File: src/rtl/dram2gb_loader.sv
// dram2gb_loader: streams batches from a memory read port into a ping-pong global buffer
module dram2gb_loader #(
  parameter int BATCH_SIZE      = 128,
  parameter int ADDR_WIDTH      = 32,
  parameter int DATA_WIDTH      = 32,
  parameter int MAX_OUTSTANDING = 8
) (
  input  logic                          clock,
  input  logic                          reset_n,
  input  logic                          start,
  input  logic [ADDR_WIDTH-1:0]         base_addr,
  input  logic [15:0]                   num_batches,
  output logic                          mem_req_valid,
  input  logic                          mem_req_ready,
  output logic [ADDR_WIDTH-1:0]         mem_req_addr,
  input  logic                          mem_rsp_valid,
  input  logic [DATA_WIDTH-1:0]         mem_rsp_data,
  output logic                          gb_wr_en,
  output logic                          gb_wr_bank,
  output logic [$clog2(BATCH_SIZE)-1:0] gb_wr_addr,
  output logic [DATA_WIDTH-1:0]         gb_wr_data,
  output logic [1:0]                    batch_valid,
  input  logic [1:0]                    batch_release,
  output logic                          busy,
  output logic                          done
);
  localparam int IW = $clog2(BATCH_SIZE);
  localparam int OW = $clog2(MAX_OUTSTANDING) + 1;
  localparam logic [IW:0]           BS_C  = (IW+1)'(BATCH_SIZE);
  localparam logic [IW-1:0]         LAST  = IW'(BATCH_SIZE - 1);
  localparam logic [OW-1:0]         MAX_O = OW'(MAX_OUTSTANDING);
  localparam logic [ADDR_WIDTH-1:0] STEP  = ADDR_WIDTH'(DATA_WIDTH / 8);

  typedef enum logic [1:0] {IDLE, FETCH, WAIT_BANK, FINISH} state_t;

  state_t                state, state_nx;
  logic                  bank;
  logic [IW:0]           req_cnt;
  logic [IW-1:0]         rsp_idx;
  logic [OW-1:0]         outstanding;
  logic [15:0]           batch_cnt, num_r;
  logic [ADDR_WIDTH-1:0] addr_r;
  logic                  accept, fire, batch_done, last_batch, next_taken;

  assign accept        = start && state == IDLE;
  assign fire          = mem_req_valid && mem_req_ready;
  assign batch_done    = state == FETCH && gb_wr_en && gb_wr_addr == LAST;
  assign last_batch    = batch_cnt + 16'd1 == num_r;
  assign next_taken    = batch_valid[~bank] && !batch_release[~bank];
  assign mem_req_valid = state == FETCH && outstanding < MAX_O && req_cnt < BS_C;
  assign mem_req_addr  = addr_r;
  assign busy          = state != IDLE;
  assign done          = state == FINISH;

  // next-state selection; a bank released in the deciding cycle counts as free
  always_comb begin
    state_nx = state;
    if (state == IDLE && start)
      state_nx = num_batches == 16'd0 ? FINISH : (batch_valid[0] && !batch_release[0]) ? WAIT_BANK : FETCH;
    if (batch_done)
      state_nx = last_batch ? FINISH : next_taken ? WAIT_BANK : FETCH;
    if (state == WAIT_BANK && batch_valid[bank] && batch_release[bank])
      state_nx = FETCH;
    if (state == FINISH)
      state_nx = IDLE;
  end

  // state register
  always_ff @(posedge clock or negedge reset_n)
    if (!reset_n) state <= IDLE;
    else state <= state_nx;

  // job bookkeeping: addresses, per-batch counters, in-flight count, bank pointer
  always_ff @(posedge clock or negedge reset_n)
    if (!reset_n) begin
      addr_r      <= '0;
      num_r       <= '0;
      bank        <= 1'b0;
      req_cnt     <= '0;
      rsp_idx     <= '0;
      batch_cnt   <= '0;
      outstanding <= '0;
    end else if (accept) begin
      addr_r      <= base_addr;
      num_r       <= num_batches;
      bank        <= 1'b0;
      req_cnt     <= '0;
      rsp_idx     <= '0;
      batch_cnt   <= '0;
      outstanding <= '0;
    end else begin
      if (fire) addr_r <= addr_r + STEP;
      outstanding <= outstanding + OW'(fire) - OW'(mem_rsp_valid);
      if (mem_rsp_valid) rsp_idx <= rsp_idx + IW'(1);
      if (batch_done) begin
        bank      <= ~bank;
        req_cnt   <= '0;
        batch_cnt <= batch_cnt + 16'd1;
      end else if (fire) req_cnt <= req_cnt + (IW+1)'(1);
    end

  // registered global-buffer write of each response
  always_ff @(posedge clock or negedge reset_n)
    if (!reset_n) begin
      gb_wr_en   <= 1'b0;
      gb_wr_bank <= 1'b0;
      gb_wr_addr <= '0;
      gb_wr_data <= '0;
    end else begin
      gb_wr_en <= mem_rsp_valid;
      if (mem_rsp_valid) begin
        gb_wr_bank <= bank;
        gb_wr_addr <= rsp_idx;
        gb_wr_data <= mem_rsp_data;
      end
    end

  // bank-full flags: set on batch completion, cleared by consumer release
  always_ff @(posedge clock or negedge reset_n)
    if (!reset_n) batch_valid <= 2'b00;
    else batch_valid <= (batch_valid & ~batch_release) | (batch_done ? {bank, ~bank} : 2'b00);
endmodule
File: config.mk
export PLATFORM = sky130hd
export DESIGN_NAME = dram2gb_loader
export DESIGN_NICKNAME = d
export VERILOG_FILES = /design/src/rtl/dram2gb_loader.sv
export SDC_FILE = /design/constraint.sdc
export NUM_CORES = 1
export LEC_CHECK = 0
export BUFFER_PORTS_ARGS = -buffer_cell sky130_fd_sc_hd__buf_2
export CAP_MARGIN = 20
export CORE_ASPECT_RATIO = 1.1
export CORE_MARGIN = 2
export CORE_UTILIZATION = 28
export CTS_BUF_LIST = sky130_fd_sc_hd__clkbuf_2
export DETAILED_ROUTE_END_ITERATION = 16
export PLACE_DENSITY = 0.47
export SYNTH_ARGS = -nofsm -noshare
export SYNTH_HDL_FRONTEND = slang
export SYNTH_SLANG_ARGS = --single-unit
File: constraint.sdc
create_clock -name clock -period 2.1 [get_ports clock]
set_input_delay 0.315 -clock clock [delete_from_list [all_inputs] [get_ports clock]]
set_output_delay 0.315 -clock clock [all_outputs]
set_load 0.02 [all_outputs]
# --- Word level (Yosys, flattened, before mapping) ---
# Index checks and enable logic that the tools add are counted.
totals:
  reg_bits: 129
  in_bits: 87
  output_inout_bits: 78
  word_cells: 81
op_classes:
  addsub: 6
  order_cmp: 4
  eq_ne: 5
  n_mux: 29
  bitwise_logic: 4
  reduce_logical: 20
ops:
  columns: ["cell", "count"]
  rows:
  - ["two-way mux 32 bit", 2]
  - ["adder 32 x 3 -> 32 bit (second input constant)", 1]
  - ["two-way mux 16 bit", 2]
  - ["two-way mux 8 bit", 3]
  - ["two-way mux 2 bit", 9]
  - ["adder 16 x 1 -> 16 bit (second input constant)", 1]
  - ["== test 16 bit", 1]
  - ["logical NOT 16 bit", 1]
  - ["two-way mux 7 bit", 2]
  - ["logical AND 1 bit", 10]
  - ["two-way mux 1 bit", 10]
  - ["adder 8 x 1 -> 8 bit (second input constant)", 1]
  - ["< comparator 8 bit (second input constant)", 1]
  - ["nonzero test 2 bit", 4]
  - ["adder 7 x 1 -> 7 bit (second input constant)", 1]
  - ["== test 7 bit (second input constant)", 1]
  - ["adder 4 x 1 -> 4 bit", 1]
  - ["== test 2 bit (second input constant)", 2]
  - ["< comparator 1 x 2 -> 1 bit (second input constant)", 2]
  - ["< comparator 4 bit (second input constant)", 1]
  - ["two-way mux 4 bit", 1]
  - ["nonzero test 4 bit", 1]
  - ["subtractor 4 x 1 -> 4 bit", 1]
  - ["nonzero test 3 bit", 1]
  - ["other kinds (7)", 8]

# --- Longest topological paths before layout ---
# Gate-level depths: netlist (run 1).
depth:
  word_depth: 10
  mapped_depth: 10
  mapped_depth_nobuf: 10

# --- Least setup slack after synthesis (run 1) ---
# Ideal clock, no wire load.
synth_timing:
  path_kind: "reg2reg"
  start: "reg state[1]"
  end: "reg outstanding[2]"
  setup_ns: 0.132
  arrival_time_ns: 2.251
  t_required_ns: 1.968
  setup_slack_ns: -0.283
  stages_incl_launch_ff: 10
  n_path_buf: 0
  period_less_slack_ns: 2.383
  path_cell_list: "dfrtp_1 nor4b_4 and2_2 inv_2 ha_1 inv_1 ha_1 fa_1 xnor2_1 nor2_1"
synth_via:
  elab_chain_len: 7
  word_cells_on_any_way: 9
  cone_classes: "add/sub (2); eq/ne (1); mux (1); reduce/logical (5)"
synth_rtl:
  columns: ["element", "line_no", "source"]
  rows:
  - ["start: declaration", "36", "state_t state, state_nx;"]
  - ["start signal: assignment", "71", "else state <= state_nx;"]
  - ["== test 2 x 1 -> 1 bit", "50", "assign mem_req_valid = state == FETCH && outstanding < MAX_O && req_cnt < BS_C;"]
  - ["logical AND 1 bit (2 in a row)", "50", null]
  - ["named net mem_req_valid", "13", "output logic mem_req_valid,"]
  - ["logical AND 1 bit", "46", "assign fire = mem_req_valid && mem_req_ready;"]
  - ["adder 4 x 1 -> 4 bit", "93", "outstanding <= outstanding + OW'(fire) - OW'(mem_rsp_valid);"]
  - ["subtractor 4 x 1 -> 4 bit", "93", null]
  - ["two-way mux 4 bit", "83", "end else if (accept) begin"]
  - ["end signal: assignment", "93", null]
  - ["end: declaration", "40", "logic [OW-1:0] outstanding;"]
# The timed path passes the listed nets, and every way through them passes these cells.
# A chain may end at the register's enable or synchronous reset.

# --- Worst setup path after layout (run 1) ---
layout_timing:
  start: "reg req_cnt[7]"
  end: "reg outstanding[1]"
layout_via:
  elab_chain_len: 6
layout_rtl:
  columns: ["element", "line_no", "source"]
  rows:
  - ["start: declaration", "38", "logic [IW:0] req_cnt;"]
  - ["start signal: assignment", "99", "end else if (fire) req_cnt <= req_cnt + (IW+1)'(1);"]
  - ["< comparator 8 bit", "50", null]
  - ["logical AND 1 bit", "50", null]
  - ["logical AND 1 bit", "46", null]
  - ["adder 4 x 1 -> 4 bit", "93", null]
  - ["subtractor 4 x 1 -> 4 bit", "93", null]
  - ["two-way mux 4 bit", "83", null]
# Every way passes these cells.

==> results of run 1 <==
sequential cells by signal, indices dropped and copies added, names as in the netlist:
signal and flops:
num_r 16, mem_req_addr 32, gb_wr_data 32, gb_wr_addr 7, state 2, batch_valid 2, gb_wr_bank 1, bank 1
batch_cnt 16, gb_wr_en 1, outstanding 4, req_cnt 8, rsp_idx 7
timing repair:
item	in CTS	in global routing
resized for setup	6	14
buffers inserted	1	2
hold buffers	87	0
pin swaps	2	7
setup endpoints to repair	3	21
hold endpoints to repair	213	0
synth_stat cells (all sizes together) (9+ instances only):
| library cell | n | area (sq um) |
|---|---|---|
| and3 | 9 | 56.3 |
| clkbuf | 22 | 82.6 |
| dfrtp | 129 | 3230 |
| inv | 11 | 41.3 |
| mux2 | 40 | 450 |
| nand2 | 124 | 465 |
| nand3 | 20 | 115 |
| nand4 | 22 | 174 |
| nor2 | 38 | 143 |
| nor4 | 11 | 141 |
| o21ai | 61 | 305 |
| xnor2 | 30 | 263 |
| xor2 | 35 | 307 |
routing by layer:
metal	vias to the layer above	global-route usage	part of all wire
met5	-	0	0
met3	24	0.0331	0.034
met4	0	0.0528	0.022
met2	101	0.253	0.49
met1	2598	0.192	0.45
li1	2736	-	-
stage by stage:
| stage | total power, W | area [sq um] | hold slack, ns |
|---|---|---|---|
| CTS | 0.00681 | 9040 | 0.0436 |
| detailed placement | 0.00476 | 7850 | 0.257 |
| floorplan | 0.00412 | 6430 | 0.0194 |
| global route | 0.00715 | 9100 | 0.0956 |
| finish | 0.00670 | 9100 | 0.161 |
| global placement | 0.00475 | 7850 | 0.258 |
cells by family after synthesis:
kind of cell,count (synthesis),share of synthesized area
XOR/XNOR,65,0.0891
adder cells (fa/ha/maj),9,0.0188
flip-flops,129,0.505
buffers and inverters,38,0.0254
AO/OA/AOI/OAI,89,0.0803
AND/OR/NAND/NOR,255,0.208
multiplexers,42,0.0736
layout make-up:
type | count | share of cell area
flip-flops and latches | 129 | 0.355
multi-input cells | 460 | 0.339
repair buffers | 295 | 0.229
well taps | 295 | 0.0405
clock inverters | 15 | 0.0228
clock buffers | 17 | 0.00935
inverters | 11 | 0.00481
diodes | 1 | 0.000275
critical path: stages, from the launching register on:
cell     delay [ns]
dfrtp_1        0.44
nor4b_4        0.32
and2_4         0.21
inv_4          0.04
ha_4           0.25
inv_2          0.03
ha_4           0.15
fa_2           0.51
and2_1         0.11
cells in the final DEF (no fill, tap or decap), types with 3 or more instances in the layout:
master         netlist  final
o22ai_1              3      3
bufinv_16            0      4
o21ai_0             45     42
a31oi_1              5      5
ha_1                 8      5
o21ai_1             16     19
nor3_1               5      5
nand3_1             17     16
xnor2_1             30     30
nor4_1               5      5
buf_4                1     40
buf_2                1    161
nand4_1             19     19
nand2_1            124    124
dlygate4sd3_1        0     87
and3_1               9      9
a21oi_1              7      6
clkinv_4             0      4
dfrtp_1            129    129
o31ai_1              7      7
inv_6                0      3
inv_1               10      7
nand2b_1             3      3
buf_6                2      4
or3_1                3      3
inv_2                1      3
clkinvlp_4           0      3
buf_12               0      3
and2_1               6      4
ha_4                 0      3
nor4_4               4      4
mux2_2              40     40
nor2_1              38     35
xor2_1              35     35
clkbuf_2             0     17
worst max-delay path by stage:
stage | from | endpoint | cells after the start
finish | req_cnt[7] | outstanding[1] | 8
global route | req_cnt[7] | mem_req_valid | 3
CTS | state[1] | mem_req_valid | 3
detailed placement | req_cnt[7] | outstanding[1] | 8
global placement | req_cnt[7] | outstanding[2] | 9
floorplan | req_cnt[7] | outstanding[1] | 8
power groups by stage:
| stage | sequential, W | clock [W] | combinational (W) |
|---|---|---|---|
| 6_report | 0.00308 | 0.00183 | 0.00179 |
| 5_1_grt | 0.00313 | 0.00202 | 0.00200 |
| 4_1_cts | 0.00308 | 0.00192 | 0.00180 |
| 3_5_place_dp | 0.00312 | 0 | 0.00164 |
| 3_3_place_gp | 0.00312 | 0 | 0.00163 |
| 2_1_floorplan | 0.00330 | 0 | 0.000812 |
==> metrics, run 1 <==
outcome=complete, but fails checks; failing checks=negative setup slack; worst hold path type=primary input to flip-flop; worst r2r src=req_cnt[7]; area of the multi-input gates=3090 sq um; # nets final=1010; hold depth=4; maxcap violations=0; num ports=~170; R2R cell count=8; number of buffers created by CTS=17; setup slack, reg-to-reg=-0.003 ns; unrepaired setup endpoints after global routing=yes; first-pass GRT wire length=between 20000 and 30000 um; # setup viols final=1; Mapped Avg Cell Area=between 10 and 15 sq um; capturing point of the worst reg2reg path=outstanding[1]; GP Congestion=~0.76; CP Data Arrival Time=about 2.8 ns; Clock transition at path regs=0.22 ns; Port Buf Inserts=~160; fmax=about 480 MHz; CTS H-Tree Depth=4; Non-Filler Instances=between 1000 and 1500; Fin Clk Skew=around 0.026 ns; final antenna-violating net count=0; Pleak=around 4.3 nW; vias in the first global route=5466; total gr overflow=0; die height=between 150 and 200 um; Setup TNS Final=-0.00341 ns; CTS tree=yes; Rows=57; chip width=between 100 and 150 um; Comb pwr share=0.267; Die Area=about 24000 sq um; Syn. warnings=0; Worst-Skew Late Latency=slightly below 0.7 ns; post-synthesis sequential area ratio=0.505; routed vias=approximately 5500; Routed wire per std cell=14.5 um; post-detail-place hpwl=12100 um; synthesis-stage register bit count=about 130; core region area=22300 sq um; Post-Route WL=around 18000 um; Netlist cell types=51; FF+latch area=around 3200 sq um; Cells after Synth=627; Final min period=roughly 2.1 ns; Reg power frac=0.460; post-route setup slack=-0.00341 ns; initial core utilization=0.287; PwrDens=736 nW/um^2; cell area after synthesis=between 6000 and 7000 sq um; Core Util, Final=0.409; Post-synth EDFFs=0; pre-CTS setup slack=0.00191 ns; WP data required=2.74 ns; syn nets=a little over 700; WS Path Type=flip-flop to flip-flop; global-route usage over all layers=0.151; DR iter-0 viols=~270; Post-synth ARST share=1.00; initial antenna violation count=1; largest net degree at the start of global routing=between 80 and 90; Clock power frac=0.273; via/cell ratio=4.46; Hold Path Sink=mem_req_addr[4]; clk root buf=clkbuf_2; HP Start=mem_req_ready; Slew headroom=0.527; crit-path max FO=2; Area growth syn-to-layout=42.4%; crit start category=flip-flop; clock buffer depth=2; Sink Count=129; Net Sw Frac=0.331; most used flip-flop cell after synthesis=dfrtp_1; maximum vdd drop=about 300 uV; Setup crit end kind=flip-flop; placed cells=between 1000 and 1500; share of layout cells above drive strength 1=0.341; P_sw=0.00221 W; fill cell count=2253; router iterations before antenna repair=4; Final Hold Fails=0; Final Cycle Share=1.00; Max Slew Vio Count=0; Worst-Margin Slew=approximately 0.71 ns; # DRC=0; cell-internal power=between 0.004 and 0.005 W
No activity file was read; power rests on OpenSTA's default activity.
==> run 2, diff against run 1 <==
Settings changed: TNS_END_PERCENT set to 10.
Clock period 2.1 ns to 1.9 ns, I/O delays scaled along.
==> run 2 against run 1 <==
The run still ends with negative setup slack left; largest cell class unchanged; worst hold slack better by 0.14 ns; highest routed layer unchanged; via count is 3.4% higher; final area increased by 3.9%; sequential power grew 9.7%; critical path type unchanged; die area stayed put.
==> metrics, run 2 (same netlist as run 1, synthesis figures left out) <==
outcome=complete, but fails checks; failing checks=negative setup slack; Port Buf Inserts=164 (unchanged); first-pass GRT wire length=29600 um (+4.0%); clk root buf=clkbuf_2; post-detail-place hpwl=12500 um (+3.5%); Pleak=4.49 nW (+5.2%); final antenna-violating net count=0 (unchanged); WS Path Type=flip-flop to flip-flop; routed vias=5647 (+3.4%); share of layout cells above drive strength 1=0.377 (+0.0357); Rows=57 (unchanged); total gr overflow=0 (unchanged); Setup crit end kind=flip-flop; num ports=165 (unchanged); initial core utilization=0.287 (unchanged); DR iter-0 viols=230 (-13%); # setup viols final=27 (+26); Crit-path slowest cell=fa_2; largest delay contributor family on the critical path=adder cells; Routed wire per std cell=14.5 um (-0.14%); maxcap violations=0 (unchanged); router iterations before antenna repair=5 (+1); commonest non-fill, non-tap cell in the layout=buf_2; crit-path cells=nor4b_4 > and2_4 > inv_4 > ha_4 > inv_2 > ha_4 > fa_2 > and2_4; chip width=148 um (unchanged); Worst-Skew Late Latency=0.70 ns (about the same); via/cell ratio=4.48 (+0.41%); crit-path max FO=2 (unchanged); CP Data Arrival Time=2.76 ns (about the same); global-route usage over all layers=0.156 (+0.00540); largest net degree at the start of global routing=65 (-24%); vias in the first global route=5830 (+6.7%); die height=162 um (unchanged); Post-Route WL=18200 um (+2.9%); fmax=467 MHz (-1.8%); most frequent cells in the layout=buf_2, dfrtp_1, nand2_1, dlygate4sd3_1, buf_4; Final min period=2.14 ns (+0.0389 ns); WP data required=2.52 ns (-0.22 ns); # nets final=1047 (+3.7%); PwrDens=777 nW/um^2 (+5.7%); Slew headroom=0.704 (+0.177); WP buf/inv=2 (unchanged); clock buffer depth=2 (unchanged); initial antenna violation count=1 (unchanged); Final Cycle Share=1.13 (+0.126); CTS tree=yes; # DRC=0 (unchanged); Worst-Margin Slew=0.444 ns (-0.263 ns); crit start category=flip-flop; Sink Count=129 (unchanged); number of buffers created by CTS=17 (unchanged); maximum vdd drop=462 uV (+55%); unrepaired setup endpoints after global routing=yes; core region area=22300 sq um (unchanged); post-route setup slack=-0.242 ns (-0.239 ns); Critical Path Max Stage Delay=0.52 ns (about the same); Max Slew Vio Count=0 (unchanged); Fin Clk Skew=0.0367 ns (+0.0110 ns); Clock transition at path regs=0.23 ns (about the same); Final Hold Fails=0 (unchanged); Die Area=24100 sq um (unchanged); Fin Hold WS=0.298 ns (+0.137 ns); Setup TNS Final=-2.30 ns (-2.29 ns); GP Congestion=0.758 (about the same); worst hold path type=primary input to flip-flop; CTS H-Tree Depth=4 (unchanged); Area growth syn-to-layout=48.1%
-- run 2: changes by cell type in the layout (fill, tap and decap cells not counted), sizes merged --
cell      previous run  this run
inv                 14        18
bufinv               4         2
buf                208       245
clkinvlp             3         1
-- run 2: layout make-up --
class / instances / area, sq um
antenna: 1 / 2.50
clock buffer: 17 / 85.1
clock inverter: 15 / 173
fill: 2221 / 12800
inverter: 11 / 43.8
multi-input combinational: 460 / 3130
sequential: 129 / 3230
tap: 295 / 369
timing repair buffer: 332 / 2430
-- run 2: per-stage QoR --
step | instance area [sq um] | setup WS, ns | std cells | util | power, W
floorplan | 6420 | -0.391 | 627 | - | 0.00453
global placement | 8110 | -0.167 | 1130 | 0.364 | 0.00529
detailed placement | 8110 | -0.212 | 1130 | 0.364 | 0.00532
CTS | 9370 | -0.259 | 1253 | 0.421 | 0.00741
global route | 9460 | -0.334 | 1260 | 0.425 | 0.00787
finish | 9460 | -0.242 | 1260 | 0.425 | 0.00735
-- run 2: tightest hold or removal path, stage by stage --
cell           delay (ns)
dlygate4sd3_1        0.51
buf_2                0.09
nand2_1              0.04
o21ai_1              0.06
-- run 2: power by group --
group          switching [W]  internal, W  total, W
sequential          0.000277      0.00311   0.00338
clock                0.00119     0.000645   0.00184
combinational        0.00107      0.00106   0.00213
total                0.00254      0.00482   0.00735
-- run 2: repair_timing --
action | 4_1_cts | 5_1_grt
hold buffers | 88 | 0
pin swaps | 13 | 12
setup buffers | 3 | 6
endpoints found under the hold margin | 213 | 0
endpoints found under the setup margin | 46 | 48
gates resized for setup | 37 | 19
-- run 2: routing by layer --
metal | part of all wire | vias up | wire [um] | global-route usage
met5 | 0 | - | 0 | 0
met4 | 0.017 | 0 | 312 | 0.0476
met3 | 0.030 | 20 | 542 | 0.0345
met2 | 0.51 | 96 | 9350 | 0.274
met1 | 0.44 | 2719 | 8020 | 0.191
li1 | - | 2812 | - | -
-- run 2: final timing paths --
path | slack, ns | end | cells after the start | startpoint
max in group asynchronous | 0.93 | mem_req_addr[0] | 4 | reset_n
hold / removal | 0.30 | mem_req_addr[11] | 4 | base_addr[11]
min in group asynchronous | 0.50 | num_r[11] | 3 | reset_n
hold reg to reg | 0.50 | mem_req_addr[0] | 2 | mem_req_addr[0]
setup / recovery | -0.24 | outstanding[1] | 8 | outstanding[3]
setup reg to reg | -0.24 | outstanding[1] | 8 | outstanding[3]
